==> src/rtl/seq_pkg.sv <==
// Shared types and constants for the instruction sequencer and its program memory.
package seq_pkg;

  localparam int unsigned PROG_DEPTH = 16;
  localparam int unsigned PC_W       = 4;
  localparam int unsigned WDOG_W     = 4;
  localparam int unsigned WDOG_MAX   = 15;
  localparam int unsigned INSTR_W    = 16;
  localparam int unsigned LEN_W      = 5;

  typedef enum logic [2:0] {
    IDLE,
    ISSUE,
    WAIT,
    FIN,
    ERR
  } seq_state_e;

  // Requested lengths above the memory depth run the whole memory once.
  function automatic logic [LEN_W-1:0] clamp_len(input logic [LEN_W-1:0] len);
    if (len > LEN_W'(PROG_DEPTH)) begin
      return LEN_W'(PROG_DEPTH);
    end
    return len;
  endfunction

endpackage

==> src/rtl/prog_mem.sv <==
// 16x16 program memory: synchronous write, asynchronous read, cleared by reset.
module prog_mem
  import seq_pkg::*;
(
  input  logic               clk,
  input  logic               reset,
  input  logic               we,
  input  logic [PC_W-1:0]    waddr,
  input  logic [INSTR_W-1:0] wdata,
  input  logic [PC_W-1:0]    raddr,
  output logic [INSTR_W-1:0] rdata
);

  logic [INSTR_W-1:0] mem_q [PROG_DEPTH];
  logic [INSTR_W-1:0] mem_d [PROG_DEPTH];

  always_comb begin
    mem_d = mem_q;
    if (we) begin
      mem_d[waddr] = wdata;
    end
  end

  always_ff @(posedge clk) begin
    if (reset) begin
      mem_q <= '{default: '0};
    end else begin
      mem_q <= mem_d;
    end
  end

  assign rdata = mem_q[raddr];

endmodule

==> src/rtl/instr_sequencer.sv <==
// Steps a downstream processor through a loaded program, one instruction per done
// handshake, with a watchdog that parks the sequencer in ERR on a lost done.
module instr_sequencer
  import seq_pkg::*;
(
  input  logic               clk,
  input  logic               reset,
  input  logic               start,
  input  logic               prog_we,
  input  logic [PC_W-1:0]    prog_addr,
  input  logic [INSTR_W-1:0] prog_data,
  input  logic [LEN_W-1:0]   prog_len,
  input  logic               done,
  output logic [INSTR_W-1:0] instr_out,
  output logic               run,
  output logic [PC_W-1:0]    pc,
  output logic               busy,
  output logic               finished,
  output logic               error
);

  seq_state_e          state_q, state_d;
  logic [PC_W-1:0]     pc_q, pc_d;
  logic [WDOG_W-1:0]   wdog_q, wdog_d;
  logic [LEN_W-1:0]    len_q, len_d;
  logic [LEN_W-1:0]    start_len;
  logic [INSTR_W-1:0]  mem_rdata;

  prog_mem u_prog_mem (
    .clk   (clk),
    .reset (reset),
    .we    (prog_we && !busy),
    .waddr (prog_addr),
    .wdata (prog_data),
    .raddr (pc_q),
    .rdata (mem_rdata)
  );

  always_ff @(posedge clk) begin
    if (reset) begin
      state_q <= IDLE;
      pc_q    <= '0;
      wdog_q  <= '0;
      len_q   <= '0;
    end else begin
      state_q <= state_d;
      pc_q    <= pc_d;
      wdog_q  <= wdog_d;
      len_q   <= len_d;
    end
  end

  assign start_len = clamp_len(prog_len);

  always_comb begin
    state_d = state_q;
    pc_d    = pc_q;
    wdog_d  = wdog_q;
    len_d   = len_q;
    unique case (state_q)
      IDLE, ERR: begin
        if (start) begin
          len_d = start_len;
          if (start_len == '0) begin
            state_d = FIN;
          end else begin
            state_d = ISSUE;
            pc_d    = '0;
            wdog_d  = '0;
          end
        end
      end
      ISSUE: begin
        state_d = WAIT;
        wdog_d  = '0;
      end
      WAIT: begin
        // done is checked before the watchdog so a late done still counts.
        if (done) begin
          if ({1'b0, pc_q} == len_q - LEN_W'(1)) begin
            state_d = FIN;
          end else begin
            state_d = ISSUE;
            pc_d    = pc_q + PC_W'(1);
            wdog_d  = '0;
          end
        end else if (wdog_q == WDOG_W'(WDOG_MAX)) begin
          state_d = ERR;
        end else begin
          wdog_d = wdog_q + WDOG_W'(1);
        end
      end
      FIN: begin
        state_d = IDLE;
      end
      default: begin
        state_d = IDLE;
      end
    endcase
  end

  always_comb begin
    run       = (state_q == ISSUE);
    busy      = (state_q == ISSUE) || (state_q == WAIT);
    finished  = (state_q == FIN);
    error     = (state_q == ERR);
    pc        = pc_q;
    instr_out = mem_rdata;
  end

endmodule

==> config.mk <==
export PLATFORM = sky130hd
export DESIGN_NAME = instr_sequencer
export DESIGN_NICKNAME = d
export VERILOG_FILES = /design/src/rtl/seq_pkg.sv /design/src/rtl/prog_mem.sv /design/src/rtl/instr_sequencer.sv
export SDC_FILE = /design/constraint.sdc
export NUM_CORES = 1
export LEC_CHECK = 0
export CORE_MARGIN = 10
export CORE_UTILIZATION = 65
export CTS_CLUSTER_DIAMETER = 100
export DETAILED_ROUTE_END_ITERATION = 7
export PLACE_DENSITY = 0.85
export RECOVER_POWER = 50
export SLEW_MARGIN = 20
export SYNTH_ARGS = -nofsm -noshare
export SYNTH_HDL_FRONTEND = slang
export SYNTH_SLANG_ARGS = --single-unit
==> constraint.sdc <==
create_clock -name clk -period 3.35 [get_ports clk]
set_input_delay 0.67 -clock clk [delete_from_list [all_inputs] [get_ports clk]]
set_output_delay 0.67 -clock clk [all_outputs]
set_load 0.05 [all_outputs]
Yosys cells after proc, flatten, opt, wreduce, memory -nomap -nowiden --
Cells that the tools add are included.
Storage, ports and cells: flip-flop bits (word level) 272, input bits 30, output and inout bits 24, logic and storage cells 79
Operators by class: add/subtract/negate cells 3, order comparisons 4, equality and inequality tests 13, mux-type cells 24, bitwise gates (word level) 2, reductions and logical operators 13
Operator list (number):
- $bwmux 256 | 1
- $bmux 16 s4 | 1
- $demux 16 s4 | 1
- $mux 16 | 3
- $mux 4 | 7
- $pmux 4 s3 | 1
- $ge 5x5->1 const B | 2
- $mux 5 | 2
- $not 4->5 | 2
- $reduce_and 5->1 | 2
- $mux 3 | 3
- $ne 3x3->1 const B | 3
- $pmux 3 s3 | 1
- $add 4x1->4 const B | 2
- $ne 2x2->1 const B | 4
- $pmux 4 s2 | 1
- $eq 3x2->1 const B | 2
- $eq 4x5->1 | 1
- $gt 5x5->1 const B | 1
- $logic_not 5->1 | 1
- $lt 5x1->1 const B | 1
- $sub 5x1->5 const B | 1
- $eq 4x4->1 const B | 1
- $mux 2 | 2
- 11 further kinds | 13

Depth between registers and ports, before layout --
depth in word-level cells 7, gate-level depth with buffers 8, depth with buffers taken out 7

Cells and area by module --
A second synthesis with hierarchy kept.
Second synthesis, totals: cell total of the unflattened synthesis 1471, area total of the unflattened synthesis 12889.9 µm²
Modules (own cells, without submodules):
- prog_mem | times used 1, cells each 1347, area each 11846.4 µm², sequential area each 5124.9 µm²
- instr_sequencer | times used 1, cells each 124, area each 1043.5 µm², sequential area each 320.3 µm²

Least setup slack after synthesis --
OpenSTA, ideal clock, no wires.
path kind register -> output, start point register pc_q[0], in the netlist pc[0], end point output port instr_out[11], data arrival time 2.291 ns, required time 2.680 ns, setup slack 0.389 ns, stages on the path, launching flop included 8, path buffers 2, cell sequence dfxtp_1 buf_2 buf_1 mux2_2 o21ai_0 a21oi_1 a22oi_1 nand2_1
Between the ends: longest elaborated chain between the ends 4
RTL lines:
- start: declaration | line instr_sequencer.sv:23 | logic [PC_W-1:0] pc_q, pc_d;
- start signal: assignment | line instr_sequencer.sv:47 | pc_q <= pc_d;
- $not 4->5 (not written as such) | line prog_mem.sv:32 | assign rdata = mem_q[raddr];
- $bmux 16 s4 | line prog_mem.sv:32
- $mux 16 (not written as such) (2 in series) | line prog_mem.sv:32
- end: declaration | line instr_sequencer.sv:14 | output logic [INSTR_W-1:0] instr_out,
Every way passes these cells. The select of a mux whose other input is x is not followed.

Final worst setup path --
start point register pc_q[0], in the netlist pc[0], end point output port instr_out[13]
Same word-level chain as after synthesis.

==> results.json <==
{
  "ant_nets": 0,
  "slew_headroom_pct": 9.469,
  "clock.fmax_mhz": 303.0,
  "core_um2": 18710,
  "ys.flop_type": "dfxtp_1",
  "vias": 10740,
  "drcViolationCount": 0,
  "clk_pin_slew_worst_paths_ps": 60,
  "synth_area_um2": 12380,
  "setup_viol": 0,
  "htreeDepth": 1,
  "skew_ps": 16.44,
  "ys_seq_area_share_pct": 43.98,
  "p_per_area_nw_per_um2": 488.8,
  "worstPathRequired_ps": 2680,
  "cts.path.max_buffers": 3,
  "outcome": "finished, final reports clean",
  "die_w_um": 158.0,
  "detail_route.first_pass.iterations": 6,
  "drive_above_1_share_pct": 11.72,
  "synth_cell_types": 56,
  "worst_pin_slew_ps": 1353,
  "cts_made_buffers": 28,
  "endpoint": "instr_out[13]",
  "cp_max_fo": 43,
  "syn_inst": 1374,
  "grt_max_degree": 131,
  "track_usage_pct": 27.58,
  "avgSynthCellArea_um2": 9.012,
  "timing.final.ws_setup_ps": 49.80,
  "gp_congestion": 0.8680,
  "antenna_found_initial": 2,
  "end_kind": "output port",
  "area_growth_pct": 11.76,
  "clockRootBuffer": "clkbuf_16",
  "critPathLaunch": "pc[0]",
  "cts_tree": "done",
  "ir_worst_vdd_mv": 0.5024,
  "yosysWarnings": 0,
  "grt_pass1_wl_um": 55650,
  "die_area_um2": 24970,
  "post-route-period-util_pct": 98.51,
  "synth_nets": 1407,
  "synth-edff-count": 0,
  "worstReg2RegEnd": "wdog_q[2]",
  "clkSinkCount": 272,
  "wire_per_inst_um": 21.55,
  "hold_viol_final": 0,
  "hp-class": "register to register",
  "r2r_setup_slack_ps": 290,
  "grt_pass1_vias": 10430,
  "dp_hpwl_um": 21690,
  "power.leakage_nw": 4.889,
  "worst_ep_arrival_time_ps": 2630,
  "rows": 50,
  "crit-reg2reg-launch": "state_q[1]",
  "slew_violations": 0,
  "initial_utilization_pct": 66.19,
  "synthArstFlopShare_pct": 0,
  "grt_setup_unrepaired": "true",
  "final_nets": 1415,
  "die_y_um": 158.0,
  "rr_worst_depth": 5,
  "postCtsSetupRepairBufs": 0,
  "power_w": 0.006764,
  "io_buffers": 53,
  "synthTopCellsByArea": "dfxtp_1 (44%), mux2i_1 (13%), a21oi_1 (6.9%), o21ai_0 (6.8%), mux4_2 (5.8%)",
  "timing_worst_setup_path_type": "register to output port",
  "routed_wl_um": 35240,
  "drt-initial-drc-count": 1336,
  "place_ws_ps": 265.0,
  "ios": 54,
  "yosysTopAreaCell": "dfxtp_1",
  "grt_overflow": 0,
  "insertion_delay_ps": 550,
  "fillCellCount": 1293,
  "vias_per_cell": 6.567,
  "synth_top_area_share_pct": 43.98,
  "max_cap_violations": 0,
  "startpoint_type": "register",
  "min_period_ps": 3300,
  "ys_ff_latch": 272
}
## sequential cells by signal, summed over array words and instances, names as in the netlist
register,cells
wdog_q,4
pc,4
state_q,3
u_prog_mem.mem_q,256
len_q,5
## critical path: stages, from the launching register on
cell and delay, ps:
dfxtp_4 480, buf_12 340, mux2_2 380, o21ai_0 250, a21oi_1 110, a22oi_1 190
nand2_1 110, buf_4 200
## area by class of cell
class,instances,area [µm²],area share (%)
multi-input cells,969,6291,45.46
repair buffers,106,884.6,6.392
flip-flops and latches,272,5450,39.39
diodes,2,5.005,0.03617
clock inverters,5,42.54,0.3074
inverters,5,18.77,0.1356
clock buffers,42,853.3,6.166
well taps,234,292.8,2.116
## per-layer routing
metal / vias to the layer above / global-route usage (%) / part of all wire, %
li1: 4872 / - / -
met1: 5142 / 35.55 / 39
met2: 612 / 44.83 / 48
met3: 111 / 4.450 / 9.3
met4: 0 / 12.17 / 3.9
met5: - / 0 / 0
## report_power, final
part | internal, W | switching, W
clock | 0.00175 | 0.00127
combinational | 0.000139 | 0.000305
sequential | 0.00327 | 0.0000260
total | 0.00516 | 0.00160
## per-stage QoR
step	cells	util, %	hold WS [ps]	TNS (ps)	cell area [µm²]
after floorplan	1374	-	445.0	0	12380
after global placement	1586	69.87	457.6	0	13070
after detailed placement	1586	69.88	460.2	0	13070
after CTS	1633	74.67	468.3	0	13970
after global routing	1635	73.98	488.3	-225.3	13840
final	1635	73.98	472.0	0	13840
## logic make-up (layout without fill, tap and decap cells)
group	after synthesis	after routing	synth area share [%]
and+or+nand+nor	351	351	12.25
muxes	208	208	20.21
buffers and inverters	133	158	4.810
adders and majority gates	3	3	0.3032
DFF	272	272	43.98
AOI/OAI and AO/OA	401	401	17.88
other	0	2	0
xor gates and xnor gates	6	6	0.5761
## cells in the mapped netlist, types with 2 or more instances
cell type,instances
mux2_2,16
xnor2_1,3
mux4_2,32
a221oi_1,16
nand2b_1,2
buf_6,6
a311oi_1,2
o2111ai_2,3
nand3_1,10
nand2_1,176
buf_2,29
nor3_1,4
and2_1,3
dfxtp_1,272
nor3_4,3
o21ai_0,168
nor2_4,2
or4_1,4
buf_1,4
nand3b_1,4
nand4_1,2
o2bb2ai_1,2
xor2_1,2
buf_4,4
inv_1,5
a21oi_1,170
ha_1,3
a22oi_1,16
mux2i_1,160
nor3b_2,2
clkbuf_1,85
o21ai_1,12
nor2_1,129
## how the worst min path moves through the flow
stage / start / endpoint / cells after the start
floorplan: len_q[1] / len_q[1] / 2
global placement: u_prog_mem.mem_q[29] / u_prog_mem.mem_q[29] / 2
detailed placement: len_q[1] / len_q[1] / 2
CTS: len_q[1] / len_q[1] / 2
global route: u_prog_mem.mem_q[4] / u_prog_mem.mem_q[4] / 2
finish: len_q[1] / len_q[1] / 2
## placed cells by master, fill, tap and decap left out, types with 3 or more instances in the layout
master and instances:
a22oi_1 16, clkdlybuf4s50_1 34, nand3_1 10, mux2_2 16, and2_1 3, clkbuf_8 11
mux2i_1 160, xnor2_1 4, dfxtp_1 270, nor2_1 129, a21oi_1 170, a221oi_1 16
nand2_1 176, o21ai_0 169, buf_12 3, mux4_2 32, or4_1 4, inv_1 5
clkbuf_16 28, nor3_1 5, clkbuf_1 12, nand3b_1 4, clkbuf_2 6, o21ai_1 12
buf_4 52, ha_1 3, clkinv_2 3
## timing repair
item,4_1_cts,5_1_grt
gates resized for setup,0,0
setup endpoints to repair,0,5
hold buffers,0,0
Power figures use the tool's default switching activity.
